### src/rtl/flash_pack_pkg.sv
`default_nettype none
// ============================================================================
// flash_pack_pkg - shared state type and defaults for flash_word_packer | rev 1.0
// ============================================================================
package flash_pack_pkg;

  typedef enum logic [2:0] {
    ST_IDLE    = 3'd0,
    ST_COLLECT = 3'd1,
    ST_WRITE   = 3'd2,
    ST_ADVANCE = 3'd3,
    ST_DONE    = 3'd4
  } state_t;

  localparam int BYTES_PER_WORD = 4;
  localparam int IDX_W          = $clog2(BYTES_PER_WORD);

  localparam int          DEFAULT_ADDR_W   = 23;
  localparam logic [22:0] DEFAULT_END_ADDR = 23'h7FFFF;

endpackage
`default_nettype wire

### src/rtl/sample_edge_detect.sv
`default_nettype none
// ============================================================================
// sample_edge_detect - one-cycle rising-edge pulse of the sample-rate level | rev 1.0
// ============================================================================
module sample_edge_detect (
  input  logic clk,
  input  logic rst,
  input  logic i_level,
  output logic o_rise
);

  logic r_prev;

  always_ff @(posedge clk) begin
    if (rst) begin
      r_prev <= 1'b0;
    end else begin
      r_prev <= i_level;
    end
  end

  assign o_rise = i_level & ~r_prev;

endmodule
`default_nettype wire

### src/rtl/flash_word_packer.sv
`default_nettype none
// ============================================================================
// flash_word_packer - packs 8-bit samples into 32-bit flash words and writes them
// Option: FLASH_PACK_WRAP_EN wraps the address at END_ADDR instead of stopping | rev 1.0
// ============================================================================
module flash_word_packer
  import flash_pack_pkg::*;
#(
  parameter int                ADDR_W   = DEFAULT_ADDR_W,
  parameter logic [ADDR_W-1:0] END_ADDR = ADDR_W'(DEFAULT_END_ADDR)
) (
  input  logic              CLK_50M,
  input  logic              reset,
  input  logic              clock_22kHz,
  input  logic              record,
  input  logic [7:0]        data_in,
  input  logic              waitrequest,
  output logic              write_mem,
  output logic [ADDR_W-1:0] addr_out,
  output logic [31:0]       data_out,
  output logic              finished,
  output logic              overrun,
  output logic              busy
);

  state_t            r_state;
  state_t            w_state_nxt;
  logic [IDX_W-1:0]  r_idx;
  logic [IDX_W-1:0]  w_idx_nxt;
  logic [31:0]       r_pack;
  logic [31:0]       w_pack_nxt;
  logic [31:0]       w_lane_pack;
  logic [ADDR_W-1:0] r_addr;
  logic [ADDR_W-1:0] w_addr_nxt;
  logic              r_finished;
  logic              w_finished_nxt;
  logic              r_overrun;
  logic              w_overrun_nxt;
  logic              r_seen_low;
  logic              w_seen_low_nxt;
  logic              w_last_lane;
  logic              w_continue;
  logic              w_rise;

  sample_edge_detect u_edge (
    .clk     (CLK_50M),
    .rst     (reset),
    .i_level (clock_22kHz),
    .o_rise  (w_rise)
  );

  always_ff @(posedge CLK_50M) begin
    if (reset) begin
      r_state <= ST_IDLE;
    end else begin
      r_state <= w_state_nxt;
    end
  end

  always_comb begin
    w_lane_pack                  = r_pack;
    w_lane_pack[8*r_idx +: 8]    = data_in;
  end

  assign w_last_lane = (r_idx == IDX_W'(BYTES_PER_WORD - 1));

  always_comb begin
    w_state_nxt    = r_state;
    w_idx_nxt      = r_idx;
    w_pack_nxt     = r_pack;
    w_addr_nxt     = r_addr;
    w_overrun_nxt  = r_overrun;
    w_seen_low_nxt = r_seen_low;
    w_continue     = 1'b1;
`ifdef FLASH_PACK_WRAP_EN
    w_finished_nxt = 1'b0;
`else
    w_finished_nxt = r_finished;
`endif

    case (r_state)
      ST_IDLE: begin
        if (record) begin
          w_state_nxt = ST_COLLECT;
          w_idx_nxt   = '0;
          w_pack_nxt  = '0;
        end
      end

      ST_COLLECT: begin
        // A sample edge wins over a falling record; the flush waits for an edge-free cycle.
        if (w_rise) begin
          w_pack_nxt = w_lane_pack;
          w_idx_nxt  = r_idx + 1'b1;
          if (w_last_lane) begin
            w_state_nxt = ST_WRITE;
          end
        end else if (!record) begin
          w_state_nxt = (r_idx != '0) ? ST_WRITE : ST_IDLE;
        end
      end

      ST_WRITE: begin
        if (w_rise) begin
          w_overrun_nxt = 1'b1;
        end
        if (!waitrequest) begin
          w_state_nxt = ST_ADVANCE;
        end
      end

      ST_ADVANCE: begin
        if (r_addr == END_ADDR) begin
`ifdef FLASH_PACK_WRAP_EN
          w_addr_nxt     = '0;
          w_finished_nxt = 1'b1;
`else
          w_continue     = 1'b0;
          w_state_nxt    = ST_DONE;
          w_finished_nxt = 1'b1;
          w_seen_low_nxt = 1'b0;
`endif
        end else begin
          w_addr_nxt = r_addr + 1'b1;
        end

        if (w_continue) begin
          w_idx_nxt  = '0;
          w_pack_nxt = '0;
          if (record) begin
            w_state_nxt = ST_COLLECT;
            // An edge landing here already belongs to the next word.
            if (w_rise) begin
              w_pack_nxt = {24'h0, data_in};
              w_idx_nxt  = IDX_W'(1);
            end
          end else begin
            w_state_nxt = ST_IDLE;
          end
        end
      end

      ST_DONE: begin
        if (!record) begin
          w_seen_low_nxt = 1'b1;
        end else if (r_seen_low) begin
          w_state_nxt    = ST_COLLECT;
          w_finished_nxt = 1'b0;
          w_overrun_nxt  = 1'b0;
          w_addr_nxt     = '0;
          w_idx_nxt      = '0;
          w_pack_nxt     = '0;
        end
      end

      default: begin
        w_state_nxt = ST_IDLE;
      end
    endcase
  end

  always_ff @(posedge CLK_50M) begin
    if (reset) begin
      r_idx      <= '0;
      r_pack     <= '0;
      r_addr     <= '0;
      r_finished <= 1'b0;
      r_overrun  <= 1'b0;
      r_seen_low <= 1'b0;
    end else begin
      r_idx      <= w_idx_nxt;
      r_pack     <= w_pack_nxt;
      r_addr     <= w_addr_nxt;
      r_finished <= w_finished_nxt;
      r_overrun  <= w_overrun_nxt;
      r_seen_low <= w_seen_low_nxt;
    end
  end

  assign write_mem = (r_state == ST_WRITE);
  assign busy      = (r_state == ST_COLLECT) || (r_state == ST_WRITE) || (r_state == ST_ADVANCE);
  assign addr_out  = r_addr;
  assign data_out  = r_pack;
  assign finished  = r_finished;
  assign overrun   = r_overrun;

endmodule
`default_nettype wire

### config.mk
export PLATFORM = sky130hd
export DESIGN_NAME = flash_word_packer
export DESIGN_NICKNAME = d
export VERILOG_FILES = /design/src/rtl/flash_pack_pkg.sv /design/src/rtl/sample_edge_detect.sv /design/src/rtl/flash_word_packer.sv
export SDC_FILE = /design/constraint.sdc
export NUM_CORES = 1
export LEC_CHECK = 0
export ABC_CLOCK_PERIOD_IN_PS = 4490
export CORE_MARGIN = 2
export CORE_UTILIZATION = 37
export DETAILED_ROUTE_END_ITERATION = 10
export PLACE_DENSITY = 0.7
export SLEW_MARGIN = 15
export SYNTH_ARGS = -nofsm -noshare
export SYNTH_HDL_FRONTEND = slang
export SYNTH_SLANG_ARGS = --single-unit
### constraint.sdc
create_clock -name CLK_50M -period 4.49 [get_ports CLK_50M]
set_clock_uncertainty 0.05 [all_clocks]
set_input_delay 0.6735 -clock CLK_50M [delete_from_list [all_inputs] [get_ports CLK_50M]]
set_output_delay 0.6735 -clock CLK_50M [all_outputs]
set_load 0.005 [all_outputs]
==> out/qor.txt, run 1 <==
status: finished clean
Leak: 0.00131 uW
reg2reg setup slack: 1.67 ns
Worst Hold Class: flop to flop
RD Place Congestion: 0.829
Clock Tree Root: clkbuf_8
Total GRT Usage: 0.180
Synth top area share: 0.439
clock sink total: 64
total grt overflow: 0
# Post-CTS Setup Buffers: 0
Syn Std Cell Area: 0.00292 mm2
I/O Buffers: 71
placed cell area: 0.00367 mm2
Worst R2R Start: addr_out[18]
Reg clk slew, reported paths: 0.08 ns
CTS buffer count: 9
startpoint types: input port
I/O Pins: 72
layout cells sized above 1: 0.0750
crit path to: data_out[21]
CTS tree: yes
# DRC: 0
Crit. End Element: flop
ranking of synthesized cells by area: dfxtp_1, nand2_1, a22o_1
DR vias/cell: 5.34
Min Hold Slack: 0.419 ns
Synth Net Count: 349
Worst R2R End: data_out[14]
DRT iter0 DRCs: 112
crit share post-route: 0.638
Pwr Density: 314 mW/mm2
Post-Route Utilization: 0.507
row count: 32
Total Neg Setup Slack: 0 ns
RSZ-0062 raised after global routing: false
Primary FF master, synth: dfxtp_1
DR WL/cell: 14.5 um
Synth Area per Inst: 8.82 um2
FFs w/ async S/R, synth: 0
FF+latch count, synth: 64
Initial DRT Pass Iterations: 4
post-synth cell types: 57
largest net degree at the start of global routing: 26
CTS Hold Bufs: 0
FF-to-FF path depth: 5
clock latency on the worst-skew pair: 0.34 ns
H-tree lvl count: 3
die extent in y: 92.8 um
Post-synth EDFFs: 0
NumNets Final: 413
max_slew headroom: 0.449
Slew @ Worst Pin: 0.824 ns
minimum clock period after layout: 2.87 ns
GR Layer Usage met2: 0.275
grt met1 use: 0.233
M3 GR Usage: 0.0659
largest fanout on the critical path: 10
Mapped Cells: 331
worst-case clock buffer depth: 2
GR peak layer: met2
core region area: 0.00769 mm2
# diodes: 0
Resize count post-CTS: 0
die footprint: 0.00861 mm2
initial core utilization: 0.380
initial antenna violation count: 0
Final Hold Viols: 0
crit path kind: input port to flop
overall die width: 92.8 um
Post-DRT Antenna Nets: 0
VDD IR max: 0.135 mV
Area Growth Syn to Fin: 33.7%
vias: 2679
register area share after synthesis: 0.439
Worst Setup SP: reset
DP Wirelength: 5.14 mm
Setup violations, final: 0
Critical Path RT: 4.73 ns
Critical Path AT: 3.10 ns
global-route wire length before repair: 12.3 mm
number of max-cap violations: 0
area leader, netlist: dfxtp_1
FMAX: 349 MHz
fin. max-slew vios: 0
fin area: 0.00390 mm2
Total Routed Length: 7.29 mm
Syn. warnings: 0
vias in the first global route: 2544
-- sequential cells by signal, summed over array words and instances, names as in the netlist --
register / count
data_out: 32
addr_out: 23
u_edge.r_prev: 1
r_idx: 2
r_state: 3
finished: 1
overrun: 1
r_seen_low: 1
-- critical path, stage by stage --
cell and delay [ns]:
clkdlybuf4s50_1 0.65, nor4b_1 0.56, nand2_1 0.15, nor4b_1 0.35, nor2b_1 0.52, a22o_1 0.20
-- per-stage QoR --
step,worst slack [ns],power [uW],cells
after detailed placement,1.28,672,486
after global placement,1.33,672,486
after floorplan,2.27,640,331
after global routing,1.39,1280,502
final,1.62,1220,502
after CTS,1.64,1240,502
-- cells in the mapped netlist, drive strengths merged, types with 3 or more instances --
| cell | n |
|---|---|
| nand2 | 46 |
| nand4 | 7 |
| ha | 5 |
| and2 | 3 |
| and4 | 4 |
| a22o | 15 |
| buf | 10 |
| clkbuf | 10 |
| nor4b | 3 |
| o21ai | 25 |
| a2111oi | 8 |
| or3 | 3 |
| and3 | 5 |
| xnor2 | 11 |
| nor2b | 4 |
| a21oi | 12 |
| dfxtp | 64 |
| a211oi | 5 |
| nor3b | 3 |
| nand3 | 10 |
| inv | 7 |
| nor3 | 5 |
| o31a | 3 |
| nor2 | 31 |
-- layout make-up --
class / count / area (um2)
clock buffers: 9 / 124
repair buffers: 73 / 726
well taps: 102 / 128
multi-input cells: 239 / 1510
inverters: 8 / 30.0
flip-flops and latches: 64 / 1280
clock inverters: 7 / 103
fillers: 731 / 3790
-- placed cells by master, fill, tap and decap left out, types with 3 or more instances in the layout --
cell              n
a211oi_1          5
a21oi_1          11
nand2_1          46
dfxtp_1          64
and2_1            3
nor3_1            5
and4_1            4
nor3b_1           3
a22o_1           15
nor2_1           31
nor2b_1           4
inv_1             7
ha_1              5
and3_1            5
nand3_1          10
a2111oi_0         7
clkdlybuf4s50_1  71
o21ai_0          25
or3_1             3
clkbuf_8          9
xnor2_1          11
nand4_1           7
-- worst min path at each step --
stage | startpoint | end | slack, ns | cells past startpoint
4_1_cts | data_out[10] | data_out[10] | 0.42 | 2
2_1_floorplan | data_out[10] | data_out[10] | 0.40 | 2
6_report | data_out[25] | data_out[25] | 0.42 | 2
5_1_grt | data_out[26] | data_out[26] | 0.44 | 2
3_3_place_gp | data_out[13] | data_out[13] | 0.40 | 2
3_5_place_dp | data_out[26] | data_out[26] | 0.41 | 2
-- where the power goes --
group	leakage, uW	internal, uW	switching, uW
Sequential	0.000516	572	5.97
Clock	0.000110	318	247
Combinational	0.000679	33.6	47.2
-- cell families (layout without fill, tap and decap cells) --
kind of cell             after synthesis  after routing  share of synthesized area
AND/OR/NAND/NOR                      136            136                      0.244
multiplexers                           1              1                    0.00343
adder cells (fa/ha/maj)                5              5                     0.0214
XOR/XNOR                              12             12                     0.0360
buffers and inverters                 28             97                     0.0433
flip-flops                            64             64                      0.439
AO/OA/AOI/OAI                         85             85                      0.212
-- layer usage --
layer / vias up / share of wire
met3: 4 / 0.058
met4: 0 / 0.0066
met1: 1270 / 0.47
met2: 69 / 0.46
met5: - / 0
li1: 1336 / -
No activity file was read; power rests on OpenSTA's default activity.
==> run 2: changes to the inputs <==
- ABC_CLOCK_PERIOD_IN_PS: 4490 -> 3000
- clock period: 4.49 -> 3 ns (I/O delays scaled with it)
==> out/qor.txt, run 2 (synthesis results as in run 1) <==
clock sink total: 64
Reg clk slew, reported paths: 0.08 ns
Crit. End Element: flop
NumNets Final: 420
# diodes: 0
VDD IR max: 0.192 mV
Worst R2R End: data_out[10]
Setup violations, final: 0
I/O Pins: 72
H-tree lvl count: 3
row count: 32
fin. max-slew vios: 0
placed cell area: 0.00373 mm2
total grt overflow: 0
most frequent cells in the layout: clkdlybuf4s50_1, dfxtp_1, nand2_1, nor2_1, o21ai_0
fin area: 0.00395 mm2
RSZ-0062 raised after global routing: false
Pwr Total: 1830 uW
Initial DRT Pass Iterations: 4
hold endpoint: data_out[24]
FMAX: 412 MHz
DP Wirelength: 5.30 mm
Clock Tree Root: clkbuf_8
initial antenna violation count: 0
Total GRT Usage: 0.178
# DRC: 0
clock latency on the worst-skew pair: 0.34 ns
vias: 2682
crit path kind: flop to flop
Final Hold Viols: 0
max_slew headroom: 0.513
largest fanout on the critical path: 11
CTS Hold Bufs: 0
Area Growth Syn to Fin: 35.5%
startpoint types: flop
Total Neg Setup Slack: 0 ns
I/O Buffers: 71
Critical Path RT: 3.21 ns
DR WL/cell: 14.4 um
Pwr Density: 463 mW/mm2
overall die width: 92.8 um
CTS buffer count: 9
FF-to-FF path depth: 5
Post-DRT Antenna Nets: 0
Worst Min Path Start: data_out[24]
# Post-CTS Setup Buffers: 0
Total Routed Length: 7.33 mm
crit share post-route: 0.809
CTS tree: yes
core region area: 0.00769 mm2
DRT iter0 DRCs: 98
vias in the first global route: 2563
max reg flops: 32
die footprint: 0.00861 mm2
initial core utilization: 0.380
Fillers: 739
Resize count post-CTS: 0
Worst Hold Class: flop to flop
largest net degree at the start of global routing: 25
Slew @ Worst Pin: 0.725 ns
status: finished clean
Post-Route Utilization: 0.514
Worst Hold Path Cells: 2
layout cells sized above 1: 0.0909
commonest non-fill, non-tap cell in the layout: clkdlybuf4s50_1
Worst R2R Start: addr_out[18]
reg2reg setup slack: 0.57 ns
Critical Path AT: 2.64 ns
Leak: 0.00134 uW
global-route wire length before repair: 12.2 mm
DR vias/cell: 5.27
number of max-cap violations: 0
worst-case clock buffer depth: 2
die extent in y: 92.8 um
RD Place Congestion: 0.836
minimum clock period after layout: 2.43 ns
[run 2: changes by cell type in the layout (fill, tap and decap cells not counted), sizes merged]
cell / previous run / this run
buf: 2 / 9
[run 2: critical path, cell delays in order (launching register included)]
cell,delay [ns]
dfxtp_1,0.44
or4b_4,0.51
nor4_4,0.36
and3_1,0.51
nor3_1,0.25
o21ai_0,0.23
[run 2: final cells by class]
| class | count | area, um2 | share of cell area |
|---|---|---|---|
| Sequential cell | 64 | 1280 | 0.324 |
| Clock buffer | 9 | 124 | 0.0313 |
| Multi-Input combinational cell | 239 | 1510 | 0.382 |
| Inverter | 8 | 30.0 | 0.00759 |
| Timing Repair Buffer | 80 | 778 | 0.197 |
| Tap cell | 102 | 128 | 0.0323 |
| Clock inverter | 7 | 103 | 0.0259 |
[run 2: stage by stage]
| stage | hold WS, ns | setup WS (ns) | cells |
|---|---|---|---|
| after floorplan | 0.402 | 0.912 | 331 |
| after global placement | 0.398 | 0.348 | 493 |
| after detailed placement | 0.406 | 0.348 | 493 |
| after CTS | 0.418 | 0.550 | 509 |
| after global routing | 0.444 | 0.322 | 509 |
| final | 0.413 | 0.572 | 509 |
[run 2: worst max-delay path by stage]
| stage | start | end | slack [ns] | cells past startpoint |
|---|---|---|---|---|
| after global routing | reset | data_out[23] | 0.32 | 6 |
| final | addr_out[18] | data_out[10] | 0.57 | 5 |
| after floorplan | addr_out[19] | data_out[22] | 0.91 | 6 |
| after CTS | addr_out[18] | data_out[10] | 0.55 | 5 |
| after detailed placement | reset | data_out[21] | 0.35 | 6 |
| after global placement | reset | data_out[17] | 0.35 | 6 |
[run 2: layer usage]
layer  track usage  share of wire
met5             0              0
met4        0.0625          0.015
met1         0.215           0.46
met3        0.0651          0.066
met2         0.290           0.46
[run 2: power by group]
group          switching [uW]  internal (uW)  total, uW
clock network             367            476        843
registers                8.35            856        865
logic                    70.8           53.4        124
total                     446           1390       1830
